==> config.mk <==
export PLATFORM = sky130hd
export DESIGN_NAME = regfile_multiport
export DESIGN_NICKNAME = d
export VERILOG_FILES = /design/src/rtl/regfile_multiport.sv
export SDC_FILE = /design/constraint.sdc
export NUM_CORES = 2
export LEC_CHECK = 0
export CAP_MARGIN = 20
export CORE_MARGIN = 8
export CORE_UTILIZATION = 55
export CTS_CLUSTER_DIAMETER = 200
export DETAILED_ROUTE_END_ITERATION = 6
export PLACE_DENSITY = 0.7
export SLEW_MARGIN = 15
export SYNTH_ARGS = -nofsm -noshare
export SYNTH_HDL_FRONTEND = slang
export SYNTH_SLANG_ARGS = --single-unit
==> constraint.sdc <==
create_clock -name i_clk -period 2.7 [get_ports i_clk]
set_input_delay 0.54 -clock i_clk [delete_from_list [all_inputs] [get_ports i_clk]]
set_output_delay 0.54 -clock i_clk [all_outputs]
set_load 0.02 [all_outputs]
==> src/rtl/regfile_multiport.sv <==
// Parametrised 2-read/1-write register file with a valid/ready register dump engine.
// Define REGFILE_WR_BYPASS_EN to forward same-cycle legal writes to the read ports.
module regfile_multiport #(
  parameter int DATA_WIDTH = 32,
  parameter int ADDR_WIDTH = 5,
  parameter int NUM_REGS   = 1 << ADDR_WIDTH,
  parameter int ZERO_REG   = 1
) (
  input  logic                  i_clk,
  input  logic                  i_reset_n,
  input  logic [ADDR_WIDTH-1:0] i_rd_addr1,
  input  logic [ADDR_WIDTH-1:0] i_rd_addr2,
  output logic [DATA_WIDTH-1:0] o_rd_data1,
  output logic [DATA_WIDTH-1:0] o_rd_data2,
  input  logic                  i_wr_en,
  input  logic [ADDR_WIDTH-1:0] i_wr_addr,
  input  logic [DATA_WIDTH-1:0] i_wr_data,
  input  logic                  i_dump_start,
  input  logic                  i_dump_ready,
  output logic                  o_dump_valid,
  output logic [ADDR_WIDTH-1:0] o_dump_addr,
  output logic [DATA_WIDTH-1:0] o_dump_data,
  output logic                  o_dump_busy,
  output logic                  o_dump_done
);

  localparam logic [ADDR_WIDTH:0]   NUM_REGS_EXT = (ADDR_WIDTH+1)'(NUM_REGS);
  localparam logic [ADDR_WIDTH-1:0] LAST_PTR     = ADDR_WIDTH'(NUM_REGS - 1);

  typedef enum logic [1:0] {
    IDLE,
    RUN,
    DONE
  } dump_state_t;

  logic [DATA_WIDTH-1:0] regs [NUM_REGS];
  dump_state_t           state;
  logic [ADDR_WIDTH-1:0] ptr;
  logic                  wr_legal;

  function automatic logic in_range(input logic [ADDR_WIDTH-1:0] a);
    return ({1'b0, a} < NUM_REGS_EXT);
  endfunction

  function automatic logic is_zero_reg(input logic [ADDR_WIDTH-1:0] a);
    return (ZERO_REG != 0) && (a == '0);
  endfunction

  // Stored contents only; out-of-range and the hard-wired zero register read as 0.
  function automatic logic [DATA_WIDTH-1:0] read_raw(input logic [ADDR_WIDTH-1:0] a);
    if (!in_range(a) || is_zero_reg(a))
      return '0;
    else
      return regs[a];
  endfunction

  assign wr_legal = i_wr_en && in_range(i_wr_addr) && !is_zero_reg(i_wr_addr);

  always_ff @(posedge i_clk or negedge i_reset_n) begin
    if (!i_reset_n) begin
      for (int i = 0; i < NUM_REGS; i++)
        regs[i] <= '0;
    end else if (wr_legal) begin
      regs[i_wr_addr] <= i_wr_data;
    end
  end

`ifdef REGFILE_WR_BYPASS_EN
  // Dropped writes never reach the bypass because wr_legal already excludes them.
  always_comb begin
    o_rd_data1 = read_raw(i_rd_addr1);
    o_rd_data2 = read_raw(i_rd_addr2);
    if (wr_legal && (i_rd_addr1 == i_wr_addr))
      o_rd_data1 = i_wr_data;
    if (wr_legal && (i_rd_addr2 == i_wr_addr))
      o_rd_data2 = i_wr_data;
  end
`else
  always_comb begin
    o_rd_data1 = read_raw(i_rd_addr1);
    o_rd_data2 = read_raw(i_rd_addr2);
  end
`endif

  always_ff @(posedge i_clk or negedge i_reset_n) begin
    if (!i_reset_n) begin
      state        <= IDLE;
      ptr          <= '0;
      o_dump_valid <= 1'b0;
      o_dump_busy  <= 1'b0;
      o_dump_done  <= 1'b0;
    end else begin
      case (state)
        IDLE: begin
          if (i_dump_start) begin
            state        <= RUN;
            ptr          <= '0;
            o_dump_valid <= 1'b1;
            o_dump_busy  <= 1'b1;
          end
        end
        RUN: begin
          if (i_dump_ready) begin
            if (ptr == LAST_PTR) begin
              state        <= DONE;
              o_dump_valid <= 1'b0;
              o_dump_done  <= 1'b1;
            end else begin
              ptr <= ptr + 1'b1;
            end
          end
        end
        DONE: begin
          state       <= IDLE;
          o_dump_busy <= 1'b0;
          o_dump_done <= 1'b0;
        end
        default: begin
          state        <= IDLE;
          o_dump_valid <= 1'b0;
          o_dump_busy  <= 1'b0;
          o_dump_done  <= 1'b0;
        end
      endcase
    end
  end

  // Address and data are forced to 0 outside RUN; data follows the array live.
  always_comb begin
    o_dump_addr = '0;
    o_dump_data = '0;
    if (state == RUN) begin
      o_dump_addr = ptr;
      o_dump_data = read_raw(ptr);
    end
  end

endmodule

======== Word-level counts from Yosys, hierarchy flattened ========
Index checks and enable logic that the tools add are counted.
cells by class
  bitwise operators ....................... 7
  magnitude comparators ................... 5
  eq/ne operators ......................... 7
  reduce and logical (&&, ||, !) cells .... 14
  $add $sub $neg .......................... 1
  muxes and demuxes ....................... 33
operators with widths
  kind                 number
  $bwmux 1024          1
  $bmux 32 s5          3
  $mux 32              11
  $demux 32 s5         1
  $ge 6x6->1 const B   4
  $not 5->6            4
  $logic_not 5->1      4
  $mux 5               4
  $pmux 5 s2           1
  $ne 2x2->1 const B   4
  $reduce_and 4->1     2
  $lt 6x1->1 const B   1
  $mux 2               3
  $reduce_and 3->1     2
  $add 5x1->5 const B  1
  $eq 5x5->1 const B   1
  $mux 1               5
  $pmux 1 s2           2
  $pmux 2 s2           1
  $not 1->1            3
  $pmux 1 s3           1
  $eq 2x1->1 const B   1
  $eq 2x2->1 const B   1
  $logic_and 1x1->1    2
  other kinds (4)      4
storage, ports and cells
  logic and storage cells ................. 104
  output and inout port bits .............. 104
  flip-flop bits (word level) ............. 1,034
  input bits .............................. 52

======== Longest topological paths before layout ========
  depth in word-level cells ............... 6
  depth in mapped cells ................... 11
  mapped depth without buffers ............ 7

======== Worst setup path after synthesis ========
Ideal clock, no wire load.
  path type ............................... register to output
  from .................................... register ptr[0]
  to ...................................... output o_dump_data[0]
  path buffers ............................ 6
  slack ................................... -0.161 ns
  cell stages (with the launch flop) ...... 12
  data required time ...................... 2.160 ns
  arrival time ............................ 2.321 ns
  path through ............................ dfrtp_1 buf_6 buf_6 buf_6 buf_6 buf_6 inv_1 ha_1 nand3b_1 nand2_1 clkbuf_1 a211oi_1
on the way
  word-level cells in the longest chain between the ends .. 6
  elaborated cells on any way between the ends .. 7
  those cells by class .................... mux: 5; bitwise: 1; reduce/logical: 1
RTL lines
  element                                     RTL line  text
  start, declared                             38        logic [ADDR_WIDTH-1:0] ptr;
  start signal, assigned                      109       ptr <= ptr + 1'b1;
  $not 5->6 (implied by the code)             54        return regs[a];
  $bmux 32 s5                                 54
  $mux 32 (implied by the code) (2 in a row)  54
  $mux 32 (*)                                 51        if (!in_range(a) || is_zero_reg(a))
  $mux 32 (*)                                 132       if (state == RUN) begin
  end, declared                               22        output logic [DATA_WIDTH-1:0] o_dump_data,
Mark *: on every way between the ends. The rest lies on a longest branch, timed or not. The select of a mux whose other input is x is not followed.

======== Worst setup path in the final report ========
  from .................................... register ptr[0]
  to ...................................... output o_dump_data[11]
The elaborated chain is that of the path after synthesis.

==> results.toml <==
[outcome]
outcome = "complete, but fails checks"
violations = "negative setup slack"

[pwr]
peakVddDrop_v = 0.000692
p_per_area_nw_per_um2 = 813
leakagePower_nw = 36.0

[synth]
synth_area_per_cell_um2 = 14.8
synth_enable_flop_cells = 0
synth_cell_types = 47
synth_cells = 4232
ys_seq_area_share_pct = 41.4
synth-seq-cells = 1034
synthArstFlopShare_pct = 100
synth_area_um2 = 62500
yosysWarnings = 0
synthesis.nets = 4287
synth_top_flop_cell = "dfrtp_1"

[cells_and_area]
layout-drive-gt1-share_pct = 64.5
fin_nets = 5167
fill_cells = 6715
stdcell_area_um2 = 83100
post-route-util_pct = 73.8
synthToLayoutAreaGrowth_pct = 32.9

[worst_setup_path]
critical_path.cell_chain = "buf_12 > buf_12 > buf_12 > buf_8 > mux4_2 > mux2i_1 > or2_4 > a311oi_4 > buf_6"
r2r_slack_ps = 20
rr_worst_depth = 11
path_common_cell = "buf_12"
cp_data_required_time_ps = 2160
start_kind = "flip-flop"
crit_family = "buffers and inverters"
slowest_stage = "dfrtp_4"
cp_num_buf_inv = 5
critPathArrivalTime_ps = 3130
cp_max_fo = 7
rr_endpoint = "ptr[2]"
critPathCaptureType = "output pin"
reg2reg_from = "ptr[0]"
critPathKind = "reg -> out"
slowest_delay_ps = 540

[detailed_routing]
drt-wirelength-per-cell_um = 37.4
wirelength_um = 251000
dr.pass1.iters = 7
wirelength_met1_um = 88900
met2_length_um = 109000
drtIter0Drc = 7053
ant_nets = 0
dr.max_layer_used = "met4"
drc = 0
vias = 50100
drt-vias-per-instance = 7.46
wl_met3_um = 35900

[timing]
skew_ps = 3.44
period_minus_slack_ps = 3670
hold_viol = 0
slew-limit-headroom_pct = 41.0
drv_slew = 0
setup_violations = 96
whs_ps = 363
post-route-period-util_pct = 136
tightest_slew_ps = 878
rsz0062_at_grt = "yes"
setup_ws_ps = -974
fmax_ghz = 0.272

[placed_design]
dpl.hpwl_um = 161000
placed_cell_area_um2 = 72600
portBuffers = 155
routabilityCongestion = 0.971

[clocking]
cts_max_level = 3
cts_buffer_depth = 3
cts_tree = "yes"
cts_root_buffer = "clkbuf_16"
cts_buffers = 111
clk_pin_slew_worst_paths_ps = 60
insertion_delay_ps = 700
cts.sinks = 1034

[die]
core.rowCount = 123
num_io_pins = 156
die_h_um = 353
die-width_um = 353
core_um2 = 113000
start_util_pct = 55.5
die-area_um2 = 125000

[hold_path]
worstHoldPathType = "in -> async"

[grt]
grt_start_max_net_pins = 78
grtUsageTotal_pct = 38.6
grt_overflow_total = 0
antenna_found_initial = 1
grt_pass1_vias = 50500
grt_pass1_wl_um = 357000

[flow_run]
drv_cap = 0
-- report_power, final --
part           total, mW  internal, mW  switching, mW
clock               16.3          9.57           6.77
sequential          21.6          18.5           3.15
combinational       29.6          15.7           14.0
total               67.6          43.7           23.9
-- per-stage QoR --
stage,cells,setup WS [ps],setup TNS [ps],power [mW]
3_5_place_dp,6211,-1110,-73760,45.6
3_3_place_gp,6210,-1120,-91440,45.1
5_1_grt,6703,-1040,-47300,69.2
4_1_cts,6609,-931,-43760,65.3
2_1_floorplan,4232,-161,-4840,34.1
6_report,6713,-974,-44300,67.6
-- how the worst max path moves through the flow --
stage | start | to | slack, ps | depth (start not counted)
floorplan | ptr[0] | o_dump_data[0] | -160 | 11
global placement | i_rd_addr1[0] | o_rd_data1[13] | -1120 | 9
detailed placement | i_rd_addr1[0] | o_rd_data1[22] | -1110 | 9
CTS | ptr[0] | o_dump_data[11] | -930 | 9
global route | ptr[0] | o_dump_data[7] | -1040 | 11
finish | ptr[0] | o_dump_data[11] | -970 | 9
-- placed cells by master (no fill, tap or decap), drive strengths merged, types with 32 or more instances in the layout --
master         synthesis  layout
a22oi                 95      95
mux4                 640     640
o22ai                 32      32
mux2                 993     993
a21oi                 35      35
clkdlybuf4s50          0      43
clkbuf               304     175
o21ai                 67      67
a22o                  33      33
dfrtp               1034    1034
a31oi                 65      65
a221o                 64      64
mux2i                385     385
buf                  219    1223
a221oi                64      64
-- synthesized netlist by cell type, drive strengths merged (2+ instances only) --
| cell type | count | area share, % |
|---|---|---|
| nor3b | 4 | 0.048 |
| a2111oi | 31 | 0.47 |
| a21oi | 35 | 0.28 |
| a221o | 64 | 1.0 |
| o21ai | 67 | 0.54 |
| o22ai | 32 | 0.32 |
| a221oi | 64 | 0.90 |
| nor2 | 25 | 0.15 |
| nor2b | 9 | 0.090 |
| mux4 | 640 | 23 |
| dfrtp | 1034 | 41 |
| a31oi | 65 | 0.65 |
| nand3b | 7 | 0.084 |
| a22o | 33 | 0.46 |
| mux2i | 385 | 6.2 |
| a311oi | 2 | 0.028 |
| inv | 7 | 0.042 |
| nor4b | 2 | 0.048 |
| or2 | 2 | 0.020 |
| a22oi | 95 | 1.1 |
| nand2 | 19 | 0.11 |
| or3 | 2 | 0.020 |
| and3b | 2 | 0.028 |
| and3 | 3 | 0.030 |
| and2 | 8 | 0.080 |
| ha | 3 | 0.060 |
| o221ai | 31 | 0.43 |
| clkbuf | 304 | 1.8 |
| a211oi | 31 | 0.37 |
| buf | 219 | 2.1 |
| mux2 | 993 | 18 |
| nand3 | 5 | 0.040 |
| or3b | 2 | 0.028 |
-- cell families after synthesis --
| logic type | after synthesis | synth area share, % |
|---|---|---|
| and+or+nand+nor | 94 | 0.824 |
| AOI/OAI and AO/OA | 553 | 6.66 |
| adders and majority gates | 3 | 0.0600 |
| buffers and inverters | 530 | 4.01 |
| muxes | 2018 | 47.1 |
| DFF | 1034 | 41.4 |
-- registers in the layout (all words and copies together), names as in the netlist --
register / cells
state: 2
o_dump_valid: 1
o_dump_done: 1
regs: 1024
o_dump_busy: 1
ptr: 5
-- cell type report --
type / count / area [um^2] / share of cell area, %
multi-input cells: 2668 / 36600 / 44.0
flip-flops and latches: 1034 / 25900 / 31.1
repair buffers: 1290 / 14800 / 17.9
clock buffers: 162 / 3290 / 3.96
well taps: 1500 / 1880 / 2.26
clock inverters: 42 / 556 / 0.668
inverters: 7 / 50.0 / 0.0602
diodes: 10 / 25.0 / 0.0301
-- timing repair --
item / in CTS / in global routing
endpoints found under the hold margin: 14 / 0
hold buffers: 1 / 0
gates cloned: 17 / 13
resized for setup: 954 / 227
endpoints found under the setup margin: 102 / 99
pin swaps: 150 / 124
buffers inserted: 207 / 104
-- per-layer routing --
layer | vias to the layer above | GRT usage, %
met5 | - | 0
met4 | 0 | 21.8
met3 | 1028 | 14.6
met2 | 4187 | 55.6
met1 | 26000 | 50.1
li1 | 18900 | -
No activity file was read; power rests on OpenSTA's default activity.
